===== config.mk =====
export PLATFORM = sky130hd
export DESIGN_NAME = fc_spike_scheduler_flat
export DESIGN_NICKNAME = d
export VERILOG_FILES = /design/src/rtl/fc_spike_scheduler_pkg.sv /design/src/rtl/fc_spike_scheduler_if.sv /design/src/rtl/fc_spike_scheduler_idx_skid.sv /design/src/rtl/fc_spike_scheduler.sv /design/src/flat_wrapper.sv
export SDC_FILE = /design/constraint.sdc
export NUM_CORES = 1
export LEC_CHECK = 0
export CAP_MARGIN = 20
export CORE_ASPECT_RATIO = 0.6
export CORE_MARGIN = 2
export CORE_UTILIZATION = 30
export CTS_BUF_LIST = sky130_fd_sc_hd__clkbuf_8
export CTS_CLUSTER_DIAMETER = 50
export CTS_CLUSTER_SIZE = 16
export DETAILED_ROUTE_END_ITERATION = 16
export DONT_BUFFER_PORTS = 1
export MAX_ROUTING_LAYER = met4
export PLACE_DENSITY = 0.52
export SYNTH_ARGS = -nofsm -noshare
export SYNTH_HDL_FRONTEND = slang
export SYNTH_SLANG_ARGS = --single-unit

===== constraint.sdc =====
create_clock -name clk -period 2.5 [get_ports clk]
set_clock_uncertainty 0.1 [all_clocks]
set_input_delay 0.125 -clock clk [delete_from_list [all_inputs] [get_ports clk]]
set_output_delay 0.125 -clock clk [all_outputs]
set_load 0.05 [all_outputs]

===== src/rtl/fc_spike_scheduler_pkg.sv =====
// Shared widths and helpers for the fully-connected spike scheduler slice.
// Latency: n/a (types and constants only).
// Backpressure: n/a.
`ifndef SYNAPSE_INDEX
`define SYNAPSE_INDEX 16
`endif
`ifndef CONV1_ADDR
`define CONV1_ADDR 10
`endif
`ifndef CHANNEL_WIDE
`define CHANNEL_WIDE 8
`endif

package fc_spike_scheduler_pkg;

    localparam int IDX_W  = `SYNAPSE_INDEX;
    localparam int ADDR_W = `CONV1_ADDR;
    localparam int CH_W   = `CHANNEL_WIDE;

    // Highest stored address for a given spike count; an empty list maps to 0.
    function automatic logic [ADDR_W-1:0] last_addr(input logic [ADDR_W-1:0] cnt);
        return (cnt == '0) ? '0 : cnt - 1'b1;
    endfunction

endpackage


===== src/rtl/fc_spike_scheduler_if.sv =====
// Bundle of the scheduler's control, index-RAM and PE-facing signals.
// Latency: n/a (wiring only).
// Backpressure: pe_hold travels from the PE side back into the scheduler.
interface fc_spike_scheduler_if;
    import fc_spike_scheduler_pkg::*;

    logic              start;
    logic [ADDR_W-1:0] spike_cnt;
    logic              idx_rd_en;
    logic [ADDR_W-1:0] idx_rd_addr;
    logic [IDX_W-1:0]  idx_rd_data;
    logic              pe_hold;
    logic [IDX_W-1:0]  s_index;
    logic              s_index_valid;
    logic [ADDR_W-1:0] addr_most;
    logic [CH_W-1:0]   cur_channel;
    logic              busy;
    logic              done;
    logic              idx_ram_release;

    // Scheduler side
    modport master (
        input  start, spike_cnt, idx_rd_data, pe_hold,
        output idx_rd_en, idx_rd_addr, s_index, s_index_valid,
               addr_most, cur_channel, busy, done, idx_ram_release
    );

    // Environment side: controller, index RAM and PE
    modport slave (
        output start, spike_cnt, idx_rd_data, pe_hold,
        input  idx_rd_en, idx_rd_addr, s_index, s_index_valid,
               addr_most, cur_channel, busy, done, idx_ram_release
    );
endinterface


===== src/rtl/fc_spike_scheduler_idx_skid.sv =====
// Output register plus one-entry skid for RAM data caught in flight by pe_hold.
// Latency: 1 cycle from in_vld to out_vld when not held.
// Backpressure: hold suppresses out_vld next cycle; parked entry issues first on release.
module fc_idx_skid
    import fc_spike_scheduler_pkg::*;
(
    input  logic             clk,
    input  logic             rst,
    input  logic             in_vld,
    input  logic [IDX_W-1:0] in_dat,
    input  logic [CH_W-1:0]  in_ch,
    input  logic             hold,
    output logic             out_vld,
    output logic [IDX_W-1:0] out_dat,
    output logic [CH_W-1:0]  out_ch,
    output logic             skid_full
);

    logic [IDX_W-1:0] skid_dat;
    logic [CH_W-1:0]  skid_ch;

    // Present the skid entry first, otherwise pass RAM data; park RAM data while held.
    // The scheduler stops reading while the skid is full, so in_vld never collides with it.
    always_ff @(posedge clk) begin
        if (rst) begin
            out_vld   <= 1'b0;
            out_dat   <= '0;
            out_ch    <= '0;
            skid_full <= 1'b0;
            skid_dat  <= '0;
            skid_ch   <= '0;
        end else if (hold) begin
            out_vld <= 1'b0;
            if (in_vld) begin
                skid_full <= 1'b1;
                skid_dat  <= in_dat;
                skid_ch   <= in_ch;
            end
        end else if (skid_full) begin
            out_vld   <= 1'b1;
            out_dat   <= skid_dat;
            out_ch    <= skid_ch;
            skid_full <= 1'b0;
        end else begin
            out_vld <= in_vld;
            if (in_vld) begin
                out_dat <= in_dat;
                out_ch  <= in_ch;
            end
        end
    end

endmodule


===== src/rtl/fc_spike_scheduler.sv =====
// Replays the stored spike-index list once per output channel into the PE.
// Latency: first s_index_valid 3 cycles after start; done PIPE_LAT+1 cycles after the last valid.
// Backpressure: pe_hold stops RAM reads; one in-flight read parks in the skid register.
module fc_spike_scheduler
    import fc_spike_scheduler_pkg::*;
#(
    parameter int OUTPUT_CHANNEL_NUM = 256,
    parameter int PIPE_LAT           = 4
) (
    input  logic                 clk,
    input  logic                 rst,
    fc_spike_scheduler_if.master bus
);

    typedef enum logic [1:0] {IDLE, STREAM, DRAIN, DONE} state_t;

    localparam logic [CH_W-1:0] CH_LAST    = CH_W'(OUTPUT_CHANNEL_NUM - 1);
    localparam int              DRAIN_W    = (PIPE_LAT > 1) ? $clog2(PIPE_LAT) : 1;
    localparam logic [DRAIN_W-1:0] DRAIN_LAST = DRAIN_W'(PIPE_LAT - 1);

    state_t             state;
    logic [ADDR_W-1:0]  rd_addr;
    logic [CH_W-1:0]    rd_ch;
    logic               reads_done;
    logic               rd_vld_d;
    logic [CH_W-1:0]    rd_ch_d;
    logic [ADDR_W-1:0]  addr_most;
    logic [DRAIN_W-1:0] drain_cnt;
    logic               busy;
    logic               done;
    logic               release_pulse;
    logic               rd_en;
    logic               skid_full;
    logic               out_vld;
    logic [IDX_W-1:0]   out_dat;
    logic [CH_W-1:0]    out_ch;

    assign rd_en = (state == STREAM) && !reads_done && !bus.pe_hold && !skid_full;

    assign bus.idx_rd_en       = rd_en;
    assign bus.idx_rd_addr     = rd_addr;
    assign bus.s_index         = out_dat;
    assign bus.s_index_valid   = out_vld;
    assign bus.cur_channel     = out_ch;
    assign bus.addr_most       = addr_most;
    assign bus.busy            = busy;
    assign bus.done            = done;
    assign bus.idx_ram_release = release_pulse;

    // Timestep sequencing: read address/channel walk, drain timer and status pulses.
    always_ff @(posedge clk) begin
        if (rst) begin
            state         <= IDLE;
            rd_addr       <= '0;
            rd_ch         <= '0;
            reads_done    <= 1'b0;
            rd_vld_d      <= 1'b0;
            rd_ch_d       <= '0;
            addr_most     <= '0;
            drain_cnt     <= '0;
            busy          <= 1'b0;
            done          <= 1'b0;
            release_pulse <= 1'b0;
        end else begin
            // Channel tag follows the read so the PE sees the channel of the issued index.
            rd_vld_d      <= rd_en;
            rd_ch_d       <= rd_ch;
            done          <= 1'b0;
            release_pulse <= 1'b0;
            case (state)
                IDLE: begin
                    if (bus.start) begin
                        rd_addr    <= '0;
                        rd_ch      <= '0;
                        reads_done <= 1'b0;
                        drain_cnt  <= '0;
                        addr_most  <= last_addr(bus.spike_cnt);
                        busy       <= 1'b1;
                        if (bus.spike_cnt == '0) begin
                            state         <= DONE;
                            done          <= 1'b1;
                            release_pulse <= 1'b1;
                        end else begin
                            state <= STREAM;
                        end
                    end
                end
                STREAM: begin
                    if (rd_en) begin
                        if (rd_addr == addr_most) begin
                            rd_addr <= '0;
                            if (rd_ch == CH_LAST) begin
                                reads_done <= 1'b1;
                            end else begin
                                rd_ch <= rd_ch + 1'b1;
                            end
                        end else begin
                            rd_addr <= rd_addr + 1'b1;
                        end
                    end
                    // A valid with all reads done and nothing behind it is the final index.
                    if (reads_done && !rd_vld_d && !skid_full && out_vld) begin
                        state <= DRAIN;
                    end
                end
                DRAIN: begin
                    if (drain_cnt == DRAIN_LAST) begin
                        state         <= DONE;
                        done          <= 1'b1;
                        release_pulse <= 1'b1;
                    end else begin
                        drain_cnt <= drain_cnt + 1'b1;
                    end
                end
                DONE: begin
                    state <= IDLE;
                    busy  <= 1'b0;
                end
                default: state <= IDLE;
            endcase
        end
    end

    fc_idx_skid u_skid (
        .clk       (clk),
        .rst       (rst),
        .in_vld    (rd_vld_d),
        .in_dat    (bus.idx_rd_data),
        .in_ch     (rd_ch_d),
        .hold      (bus.pe_hold),
        .out_vld   (out_vld),
        .out_dat   (out_dat),
        .out_ch    (out_ch),
        .skid_full (skid_full)
    );

endmodule


===== src/flat_wrapper.sv =====
// flat-port wrapper written by rule: the top's interface ports become plain ports
module fc_spike_scheduler_flat import fc_spike_scheduler_pkg::*;
#(
    parameter int OUTPUT_CHANNEL_NUM = 256,
    parameter int PIPE_LAT           = 4
)
  (clk, rst, bus_start, bus_spike_cnt, bus_idx_rd_data, bus_pe_hold, bus_idx_rd_en, bus_idx_rd_addr, bus_s_index, bus_s_index_valid, bus_addr_most, bus_cur_channel, bus_busy, bus_done, bus_idx_ram_release);
  fc_spike_scheduler_if bus_i ();
  input  logic clk;
  input  logic rst;
  input wire logic [$bits(bus_i.start)-1:0] bus_start;
  input wire logic [$bits(bus_i.spike_cnt)-1:0] bus_spike_cnt;
  input wire logic [$bits(bus_i.idx_rd_data)-1:0] bus_idx_rd_data;
  input wire logic [$bits(bus_i.pe_hold)-1:0] bus_pe_hold;
  output wire logic [$bits(bus_i.idx_rd_en)-1:0] bus_idx_rd_en;
  output wire logic [$bits(bus_i.idx_rd_addr)-1:0] bus_idx_rd_addr;
  output wire logic [$bits(bus_i.s_index)-1:0] bus_s_index;
  output wire logic [$bits(bus_i.s_index_valid)-1:0] bus_s_index_valid;
  output wire logic [$bits(bus_i.addr_most)-1:0] bus_addr_most;
  output wire logic [$bits(bus_i.cur_channel)-1:0] bus_cur_channel;
  output wire logic [$bits(bus_i.busy)-1:0] bus_busy;
  output wire logic [$bits(bus_i.done)-1:0] bus_done;
  output wire logic [$bits(bus_i.idx_ram_release)-1:0] bus_idx_ram_release;
  assign bus_i.start = bus_start;
  assign bus_i.spike_cnt = bus_spike_cnt;
  assign bus_i.idx_rd_data = bus_idx_rd_data;
  assign bus_i.pe_hold = bus_pe_hold;
  assign bus_idx_rd_en = bus_i.idx_rd_en;
  assign bus_idx_rd_addr = bus_i.idx_rd_addr;
  assign bus_s_index = bus_i.s_index;
  assign bus_s_index_valid = bus_i.s_index_valid;
  assign bus_addr_most = bus_i.addr_most;
  assign bus_cur_channel = bus_i.cur_channel;
  assign bus_busy = bus_i.busy;
  assign bus_done = bus_i.done;
  assign bus_idx_ram_release = bus_i.idx_ram_release;
  fc_spike_scheduler #(.OUTPUT_CHANNEL_NUM(OUTPUT_CHANNEL_NUM), .PIPE_LAT(PIPE_LAT)) u_core (.clk(clk), .rst(rst), .bus(bus_i));
endmodule

==> metrics.yaml <==
run_status:
  status: "finished clean"
grt:
  gr-total-overflow: 0
  grt_pass1_vias: 3283
  grt_max_degree: 76
  grt_pass1_wl_mm: 16.7
  antenna_found_initial: 0
  track_usage: 0.149
synth:
  synth_seq_cells: 94
  synthDistinctLibCells: 42
  synth_area_leaders: "dfxtp_1 (46%), mux2i_1 (6.9%), nand2_1 (5.2%)"
  yosysTopAreaCell: "dfxtp_1"
  netlist_instances: 466
  synth_area_um2: 4090
  synth.top_cell.area_share: 0.460
  synth_nets: 504
  yosysWarnings: 0
  syn_area_per_cell_um2: 8.78
  ys_seq_area_frac: 0.460
cells_and_area:
  layout_common_cells: "dfxtp_1 (93), nand2_1 (57), nor2_1 (54), a21oi_1 (38), buf_4 (29)"
  final_util: 0.372
  drive_above_1_share: 0.107
  mostFrequentLayoutCell: "dfxtp_1"
  area_delta_synth_final_pct: 19.1
  antenna_cells: 0
  fin_nets: 540
worst_hold_path:
  holdPathStages: 2
  min_from: "rst"
  holdPathEnd: "u_core.bus.addr_most[1]"
  hp-class: "primary input to flip-flop"
clock_network:
  cts_tree: "done"
  postCtsSetupBuffers: 0
  cts_buffers: 9
  clk_pin_slew_worst_paths_ns: 0.10
  cts_sinks: 94
  hold_buffers: 26
  post_cts_resized: 0
  cts_max_path_buffers: 2
  h-tree-depth: 3
  clk_latency_ns: 0.36
  clock-root-buffer: "clkbuf_8"
timing:
  period_minus_slack_ns: 2.24
  rsz0062_at_grt: "no"
  hold_violations: 0
  post-route-period-util: 0.896
  finalSetupTns_ns: 0
  relSlewSlack: 0.373
  drv_slew: 0
  setup_viol: 0
  tightest_slew_ns: 0.939
  fmax_mhz: 446
pwr:
  p_per_area_nw_per_um2: 771
  p_leak_uw: 0.00177
  peakVddDrop_uv: 255
floorplanning:
  die_w_um: 155
  core_um2: 13100
  num_io_pins: 79
  placementRows: 32
  start_util: 0.312
  die_area_um2: 14600
  die_h_um: 94.4
detailed_routing:
  vias: 3346
  drt_first_pass_iters: 4
  drt_iter0_markers: 160
  drc: 0
  ant_nets: 0
  totalWireLength_mm: 10.1
  wl_per_cell_um: 14.9
  vias_per_cell: 4.94
critical_path:
  worstPathArrival_ns: 2.39
  end_kind: "flip-flop"
  crit_slowest_cell: "dfxtp_1"
  cp_data_required_time_ns: 2.65
  startpoint_type: "flip-flop"
  critPathMaxFanout: 10
  reg2reg_from: "u_core.state[1]"
  path_buf_inv: 1
  crit_type: "flip-flop to flip-flop"
  rrSetupSlack_ns: 0.26
  reg2reg_to: "u_core.bus.idx_rd_addr[4]"
  r2r_cells: 7
  cp_top_family: "simple AND/OR/NAND/NOR gates"
  worstPathCellList: "inv_1 -> ha_1 -> o31a_1 -> nor4_1 -> and3_1 -> or2_1 -> nor2_1"
  critPathMaxStageDelay_ns: 0.39
placement:
  hpwl_mm: 6.95
  portBuffers: 0
  routabilityCongestion: 0.820
run:
  cap_violations: 0
==> flip-flops by register name, summed over array words and instances (netlist names), 2 cells and up <==
name                    flops
u_core.u_skid.out_dat      16
u_core.u_skid.skid_dat     16
u_core.bus.addr_most       10
u_core.bus.idx_rd_addr     10
u_core.rd_ch                8
u_core.rd_ch_d              8
u_core.u_skid.out_ch        8
u_core.u_skid.skid_ch       8
u_core.drain_cnt            2
u_core.state                2
==> logic make-up (layout without fill, tap and decap cells) <==
logic type                 Yosys count  after routing  synth area share
xor gates and xnor gates            25             25            0.0535
buffers and inverters               37             78            0.0364
muxes                               28             28            0.0685
AOI/OAI and AO/OA                   88             88             0.133
and+or+nand+nor                    186            186             0.224
adders and majority gates            8              8            0.0245
DFF                                 94             94             0.460
==> cell usage after synthesis, drive strengths merged <==
master / count
dfxtp: 94
nand2: 57
nor2: 55
a21oi: 38
mux2i: 28
a211oi: 26
clkbuf: 20
xor2: 16
and3: 14
a31oi: 10
buf: 10
nor3: 10
nor2b: 9
xnor2: 9
ha: 8
nand2b: 8
inv: 7
nand3: 7
nor4: 5
o21ai: 5
nand4: 4
a22oi: 3
nor3b: 3
or4: 3
a311oi: 2
and2: 2
nor4b: 2
o31ai: 2
or2: 2
or3: 2
and4b: 1
nand3b: 1
nand4b: 1
o21bai: 1
o31a: 1
==> worst reg2reg max path, cell delays in order, from the launching register on <==
cell and delay (ns):
dfxtp_1 0.39, inv_1 0.08, ha_1 0.28, o31a_1 0.19, nor4_1 0.34, and3_1 0.30
or2_1 0.35, nor2_1 0.10
==> layout make-up <==
class,instances,area (µm²)
fillers,1298,8220
multi-input cells,335,2070
flip-flops and latches,94,1880
repair buffers,55,495
well taps,170,213
clock buffers,9,124
clock inverters,7,55.1
inverters,7,26.3
==> power by group <==
part | switching (µW) | total, µW | internal (µW)
clock network | 560 | 938 | 378
logic | 648 | 1010 | 358
registers | 209 | 1810 | 1600
total | 1420 | 3760 | 2340
==> through the flow <==
| step | area, µm² | hold WS (ns) | power, µW | std cells | worst slack, ns |
|---|---|---|---|---|---|
| after floorplan | 4100 | 0.102 | 2550 | 466 | 0.454 |
| after global placement | 4410 | 0.103 | 2770 | 635 | 0.392 |
| after detailed placement | 4410 | 0.105 | 2790 | 635 | 0.284 |
| after CTS | 4870 | 0.00188 | 3800 | 677 | 0.280 |
| after global routing | 4870 | 0.0155 | 3980 | 677 | 0.00388 |
| final | 4870 | 0.00214 | 3760 | 677 | 0.260 |
==> metal layers <==
| layer | GRT usage | wire [µm] | part of all wire |
|---|---|---|---|
| met1 | 0.195 | 5140 | 0.51 |
| met2 | 0.222 | 4180 | 0.41 |
| met3 | 0.0482 | 638 | 0.063 |
| met4 | 0.0401 | 138 | 0.014 |
| met5 | - | 0 | 0 |
==> worst max path at each step <==
stage                                    startpoint                         to  slack (ns)  depth (start not counted)
final                               u_core.state[1]  u_core.bus.idx_rd_addr[4]        0.26                          7
after global routing                u_core.state[1]  u_core.bus.idx_rd_addr[4]       0.004                          7
after CTS                           u_core.state[1]  u_core.bus.idx_rd_addr[2]        0.28                          7
after detailed placement            u_core.state[1]  u_core.bus.idx_rd_addr[2]        0.28                          7
after global placement              u_core.state[1]  u_core.bus.idx_rd_addr[8]        0.39                          7
after floorplan           u_core.bus.idx_rd_addr[2]            u_core.rd_ch[2]        0.45                          7
(Power assumes the default switching activity.)
